===== src/rtl/uart_reg_bridge_pkg.sv =====
// Shared constants and state encoding for the UART register bridge.
// Imported by the bridge FSM and anything that decodes its state.
package uart_reg_bridge_pkg;

  typedef enum logic [2:0] {
    BR_IDLE      = 3'd0,
    BR_WAIT_DATA = 3'd1,
    BR_WRITE     = 3'd2,
    BR_READ_REQ  = 3'd3,
    BR_READ_WAIT = 3'd4,
    BR_TX_SEND   = 3'd5,
    BR_TX_BUSY   = 3'd6
  } br_state_t;

  localparam int CMD_WRITE_BIT    = 7;
  localparam int C_BRIDGE_TIMEOUT = 2500000;

endpackage


===== src/rtl/uart_reg_bridge.sv =====
// UART command bridge: turns received bytes into register
// writes/reads and sends read data back over UART TX.
module uart_reg_bridge
  import uart_reg_bridge_pkg::*;
#(
  parameter int ADDR_WIDTH   = 5,
  parameter int DATA_WIDTH   = 8,
  parameter int READ_LATENCY = 1,
  parameter int C_TIMEOUT    = C_BRIDGE_TIMEOUT
) (
  input  logic                  i_Clk,
  input  logic                  i_Rst_N,
  input  logic                  i_Rx_DV,
  input  logic [7:0]            i_Rx_Byte,
  input  logic                  i_Tx_Active,
  output logic                  o_Tx_DV,
  output logic [7:0]            o_Tx_Byte,
  output logic                  o_write_en,
  output logic [ADDR_WIDTH-1:0] o_write_addr,
  output logic [DATA_WIDTH-1:0] o_write_data,
  output logic                  o_read_en,
  output logic [ADDR_WIDTH-1:0] o_read_addr,
  input  logic [DATA_WIDTH-1:0] i_read_data,
  output logic                  o_Busy,
  output logic                  o_Error
);

  localparam int TW =
    (C_TIMEOUT > 2) ? $clog2(C_TIMEOUT) : 1;
  localparam logic [TW-1:0] TMO_LAST =
    TW'(C_TIMEOUT - 1);
  localparam logic [1:0] LAT_LAST =
    2'(READ_LATENCY - 1);

  br_state_t       state;
  logic [TW-1:0]   tmo_cnt;
  logic [1:0]      lat_cnt;
  logic            tx_seen;
  logic            cmd_bad;
  logic            cmd_wr;

  assign cmd_bad = (i_Rx_Byte[6:5] != 2'b00);
  assign cmd_wr  = i_Rx_Byte[CMD_WRITE_BIT];
  assign o_Busy  = (state != BR_IDLE);

  // Command FSM with timeout, read-latency and TX handshake tracking
  always_ff @(posedge i_Clk or negedge i_Rst_N) begin
    if (!i_Rst_N) begin
      state        <= BR_IDLE;
      tmo_cnt      <= '0;
      lat_cnt      <= '0;
      tx_seen      <= 1'b0;
      o_Tx_DV      <= 1'b0;
      o_Tx_Byte    <= '0;
      o_write_en   <= 1'b0;
      o_write_addr <= '0;
      o_write_data <= '0;
      o_read_en    <= 1'b0;
      o_read_addr  <= '0;
      o_Error      <= 1'b0;
    end else begin
      o_write_en <= 1'b0;
      o_read_en  <= 1'b0;
      o_Tx_DV    <= 1'b0;
      o_Error    <= 1'b0;
      case (state)
        BR_IDLE: begin
          if (i_Rx_DV) begin
            if (cmd_bad) begin
              o_Error <= 1'b1;
            end else if (cmd_wr) begin
              o_write_addr <= i_Rx_Byte[ADDR_WIDTH-1:0];
              tmo_cnt      <= '0;
              state        <= BR_WAIT_DATA;
            end else begin
              o_read_addr <= i_Rx_Byte[ADDR_WIDTH-1:0];
              o_read_en   <= 1'b1;
              state       <= BR_READ_REQ;
            end
          end
        end
        BR_WAIT_DATA: begin
          if (i_Rx_DV) begin
            o_write_data <= i_Rx_Byte[DATA_WIDTH-1:0];
            o_write_en   <= 1'b1;
            state        <= BR_WRITE;
          end else if (tmo_cnt == TMO_LAST) begin
            o_Error <= 1'b1;
            state   <= BR_IDLE;
          end else begin
            tmo_cnt <= tmo_cnt + 1'b1;
          end
        end
        BR_WRITE: begin
          o_Error <= i_Rx_DV;
          state   <= BR_IDLE;
        end
        BR_READ_REQ: begin
          o_Error <= i_Rx_DV;
          lat_cnt <= '0;
          state   <= BR_READ_WAIT;
        end
        BR_READ_WAIT: begin
          o_Error <= i_Rx_DV;
          if (lat_cnt == LAT_LAST) begin
            o_Tx_Byte <= i_read_data;
            state     <= BR_TX_SEND;
          end else begin
            lat_cnt <= lat_cnt + 1'b1;
          end
        end
        BR_TX_SEND: begin
          o_Error <= i_Rx_DV;
          if (!i_Tx_Active) begin
            o_Tx_DV <= 1'b1;
            tx_seen <= 1'b0;
            lat_cnt <= '0;
            state   <= BR_TX_BUSY;
          end
        end
        BR_TX_BUSY: begin
          o_Error <= i_Rx_DV;
          if (i_Tx_Active) begin
            tx_seen <= 1'b1;
          end else if (tx_seen || lat_cnt == 2'd1) begin
            state <= BR_IDLE;
          end else begin
            lat_cnt <= lat_cnt + 1'b1;
          end
        end
        default: state <= BR_IDLE;
      endcase
    end
  end

endmodule


===== config.mk =====
export PLATFORM = sky130hd
export DESIGN_NAME = uart_reg_bridge
export DESIGN_NICKNAME = d
export VERILOG_FILES = /design/src/rtl/uart_reg_bridge_pkg.sv /design/src/rtl/uart_reg_bridge.sv
export SDC_FILE = /design/constraint.sdc
export NUM_CORES = 1
export LEC_CHECK = 0
export CORE_ASPECT_RATIO = 1.25
export CORE_MARGIN = 5
export CORE_UTILIZATION = 26
export CTS_CLUSTER_DIAMETER = 120
export CTS_CLUSTER_SIZE = 14
export DETAILED_ROUTE_END_ITERATION = 16
export PLACE_DENSITY_LB_ADDON = 0.1
export SETUP_SLACK_MARGIN = 0.3
export SLEW_MARGIN = 20
export SYNTH_ARGS = -nofsm -noshare
export SYNTH_HDL_FRONTEND = slang
export SYNTH_SLANG_ARGS = --single-unit

===== constraint.sdc =====
create_clock -name i_Clk -period 6.4 [get_ports i_Clk]
set_input_delay 1.28 -clock i_Clk [delete_from_list [all_inputs] [get_ports i_Clk]]
set_output_delay 1.28 -clock i_Clk [all_outputs]
set_load 0.005 [all_outputs]

======== Word level (Yosys, flattened, before mapping) ========
Cells that the tools add are included.
storage, ports and cells
  register bits ........................... 58
  input port bits ......................... 20
  output and inout bits ................... 31
  word-level logic and storage cells ...... 91
operators by class
  add/subtract/negate cells ............... 2
  equality and inequality tests ........... 21
  multiplexer cells ....................... 37
  bitwise gates (word level) .............. 2
  reductions and logical operators ........ 17
operators by type and width
  cell                                                                    count
  22-bit 2-to-1 mux                                                       5
  22-bit one-hot mux with 2 select lines                                  1
  3-bit 2-to-1 mux                                                        8
  2-bit inequality test (second input constant)                           12
  22-bit by 1-bit adder with 22-bit output (second input constant)        1
  22-bit equality test (second input constant)                            1
  3-bit one-hot mux with 6 select lines                                   1
  1-bit 2-to-1 mux                                                        14
  2-bit 2-to-1 mux                                                        5
  3-bit equality test (second input constant)                             3
  2-bit one-hot mux with 4 select lines                                   1
  4-bit AND reduction                                                     2
  7-bit AND reduction                                                     1
  3-bit by 2-bit equality test with 1-bit output (second input constant)  2
  6-bit AND reduction                                                     1
  2-bit nonzero test                                                      3
  5-bit AND reduction                                                     1
  5-bit OR reduction                                                      1
  2-bit AND reduction                                                     2
  4-bit nonzero test                                                      1
  3-bit by 1-bit equality test with 1-bit output (second input constant)  1
  3-bit zero test                                                         1
  3-bit inequality test (second input constant)                           1
  1-bit one-hot mux with 3 select lines                                   1
  other kinds (8)                                                         9

======== Longest topological paths before layout ========
  depth in word-level cells ............... 5
  gate-level depth with buffers ........... 7

======== Least setup slack after synthesis ========
Ideal clock, no wire load.
  path kind ............................... input port to flip-flop
  from .................................... input port i_Rx_Byte[6]
  to ...................................... register tmo_cnt[18]
  setup time .............................. 126 ps
  arrival time ............................ 2742 ps
  path slack .............................. 3532 ps
  cell stages on the path ................. 6
  path buffers ............................ 1
  cells stage by stage .................... nor2_1 > nand4_4 > mux2_4 > or2_4 > buf_6 > a221o_1
on the way
  cells in the longest elaborated chain, start to end .. 3
ends and longest elaborated chain
  what                                    line                   source
  start: declaration                      uart_reg_bridge.sv:14  input logic [7:0] i_Rx_Byte,
  2-bit nonzero test                      uart_reg_bridge.sv:42  assign cmd_bad = (i_Rx_Byte[6:5] != 2'b00);
  2-bit inequality test (no source line)  --
  6-bit AND reduction (no source line)    --
  end signal: assignment                  uart_reg_bridge.sv:91  tmo_cnt <= tmo_cnt + 1'b1;
  end: declaration                        uart_reg_bridge.sv:36  logic [TW-1:0] tmo_cnt;
No other way between the ends.
A chain may end at the register's enable or synchronous reset.

======== Final worst setup path ========
  from .................................... input port i_Rx_DV
  to ...................................... register tmo_cnt[9]
on the way
  cells in the longest elaborated chain, start to end .. 2
ends and longest elaborated chain
  what                                      line                   source
  start: declaration                        uart_reg_bridge.sv:13  input logic i_Rx_DV,
  2-bit inequality test (no source line)    --
  6-bit AND reduction (no source line) (*)  --
Mark *: on every way between the ends. The rest lies on a longest branch, timed or not.

==> reports/summary.txt <==
cts repair resizes -> 0
Core ar. -> 11000 µm²
HP Class -> reg2reg
vias per cell -> 4.92
layout cell share with drive strength beyond 1 -> 0.165
vias in the first global route -> 2424
power per cell area -> 411 nW/µm²
PnR Total Power -> 1.56 mW
ant diodes -> 0
first-pass GRT wire length -> 12300 µm
Min-Delay Path Depth -> 1
endpoint class of the critical path -> flop
Synth warnings -> 0
DP HPWL -> 5080 µm
FF-to-FF End -> tmo_cnt[18]
I/O pin count -> 51
via count -> 2276
initial antenna violation count -> 0
DR pass1 iterations -> 6
Arr. time, crit path -> 3.51 ns
Crit. Startpoint -> i_Rx_DV
skew final -> 0.00828 ns
Fmax -> 307 MHz
die area -> 13300 µm²
Clk Latency, worst-skew pair -> 0.32 ns
Tightest Pin Transition -> 0.768 ns
#FFs+latches synth -> 58
Pleak -> 1.58 nW
final hold violation count -> 0
top cell type's share of synthesized area -> 0.502
CP required -> 6.66 ns
Post-Syn Area -> 2890 µm²
Max Cap Viol -> 0
Post-CTS Setup Inserts -> 0
hold slack -> 0.504 ns
Die H -> 128 µm
Max clock buf depth -> 2
Final WS setup -> 3.15 ns
P&R area growth vs syn -> 31.5%
post-synth cell types -> 50
R2R setup slack -> 3.95 ns
# setup viols final -> 0
Synth Flop Type -> dfrtp_1
WL final -> 7150 µm
1st-iter DRT viols -> 72
WS Path Type -> in2reg
area of the multi-input gates -> 1350 µm²
Initial Util -> 0.264
DP Area -> 3500 µm²
hold path endpoint -> o_write_data[0]
asr flop ratio synth -> 1.00
Total Neg Setup Slack -> 0 ns
RSZ-0062 raised after global routing -> no
hold_sp -> o_write_data[0]
clock sink count -> 58
final instance area -> 3800 µm²
cells after synthesis -> 272
share of the yosys chip area belonging to registers -> 0.502
drt wl/cell -> 15.4 µm
H-Tree Depth -> 3
Pins Over Slew Limit -> 0
R2R depth -> 6
fillers -> 1148
Final #Nets -> 346
largest net degree at the start of global routing -> 59
Max VDD drop -> 0.208 mV
worst slack, placed -> 2.80 ns
number of synthesized flops with an enable pin -> 0
Port Buf Inserts -> 50
Max-Slew Margin vs Limit -> 0.485
Root Buffer -> clkbuf_16
Max FO, Critical Path -> 10
GPL Wtd Cong -> 0.753
fin crit share -> 0.508
cts hold-fix bufs -> 0
Antenna Nets Post-Route -> 0
CTS Buf Count -> 9
Horiz. Die Dim -> 104 µm
Synth area leader -> dfrtp_1
Startpoint Class -> input pin
Total GRT Usage -> 0.114
RR Startpoint -> tmo_cnt[0]
Mean Syn Cell Area -> 10.6 µm²
Tmin final -> 3.25 ns
TritonCTS clock tree -> yes
Synth area leaders -> dfrtp_1 (50%), mux2_2 (11%), o21ai_0 (3.6%)
remaining global-route overflow -> 0
Mapped Nets -> 295
outcome -> complete, no violations
FF/Latch Area -> 1450 µm²
# DRC -> 0
Site Rows -> 43
clk slew on worst S/H paths -> 0.05 ns
Yosys cell counts, types with 3 or more instances:
library cell and n:
buf_6 3, and3_1 6, ha_1 3, inv_1 8, nand2_1 16, or3_1 6
or4_1 3, a221o_1 3, nand2b_1 4, a31oi_1 3, clkbuf_1 6, a21o_1 5
a22o_1 5, xnor2_1 3, nand3_1 16, nor2_1 21, dfrtp_1 58, a21oi_1 10
o21ai_0 21, and2_1 3, nand4_1 6, mux2_2 27
cells in the final DEF, fill, tap and decap left out, drive strengths merged, types with 4 or more instances in the layout:
cell            n
a21o            5
a21oi          10
a22o            5
and3            6
clkbuf          9
clkdlybuf4s50  49
clkinv          4
dfrtp          58
inv             8
mux2           28
nand2          16
nand2b          4
nand3          17
nand4           7
nor2           21
o21ai          22
or3             6
sequential cells by signal, summed over array words and instances, names as in the netlist:
signal and flops:
o_write_addr 5, o_read_addr 5, o_write_en 1, state 3, lat_cnt 2, o_Tx_DV 1, o_Tx_Byte 8, tmo_cnt 22
o_Error 1, tx_seen 1, o_read_en 1, o_write_data 8
critical path, stage by stage:
cell and delay (ns):
clkdlybuf4s50_1 0.62, or2_2 0.41, nor2_1 0.23, o21ai_1 0.33, or4_1 0.55, nand3_1 0.09
per-stage QoR:
| stage | std cells | util |
|---|---|---|
| after global routing | 463 | 0.347 |
| after CTS | 463 | 0.347 |
| after detailed placement | 447 | 0.319 |
| after global placement | 447 | 0.319 |
| final | 463 | 0.347 |
| after floorplan | 272 | - |
logic make-up after synthesis:
group                      count (synthesis)  share of synthesized area
DFF                                       58                      0.502
and+or+nand+nor                           98                      0.190
muxes                                     29                      0.114
xor gates and xnor gates                   4                     0.0121
AOI/OAI and AO/OA                         61                      0.136
buffers and inverters                     19                     0.0333
adders and majority gates                  3                     0.0130
final cells by class:
cell class                      count  share of cell area
Sequential cell                    58               0.382
Multi-Input combinational cell    195               0.354
Timing Repair Buffer               51               0.132
Clock buffer                        9              0.0592
Tap cell                          135              0.0444
Clock inverter                      7              0.0211
Inverter                            8             0.00789
how the worst max path moves through the flow:
stage | endpoint | slack, ns | depth (start not counted)
after floorplan | tmo_cnt[18] | 3.53 | 6
after global placement | tmo_cnt[9] | 2.85 | 6
after detailed placement | tmo_cnt[9] | 2.80 | 6
after CTS | tmo_cnt[9] | 3.15 | 6
after global routing | tmo_cnt[9] | 2.97 | 6
final | tmo_cnt[9] | 3.15 | 6
metal layers:
metal  share of wire  up-vias  GRT usage
li1                -     1102          -
met1            0.43     1116      0.133
met2            0.49       48      0.186
met3           0.068       10     0.0469
met4           0.018        0     0.0457
met5               0        -          0
power by group:
group	internal [mW]	switching (mW)	total, mW
clock network	0.303	0.177	0.480
registers	0.476	0.0946	0.571
logic	0.309	0.201	0.510
total	1.09	0.473	1.56
Note: power is estimated with default switching activity, not from simulation.
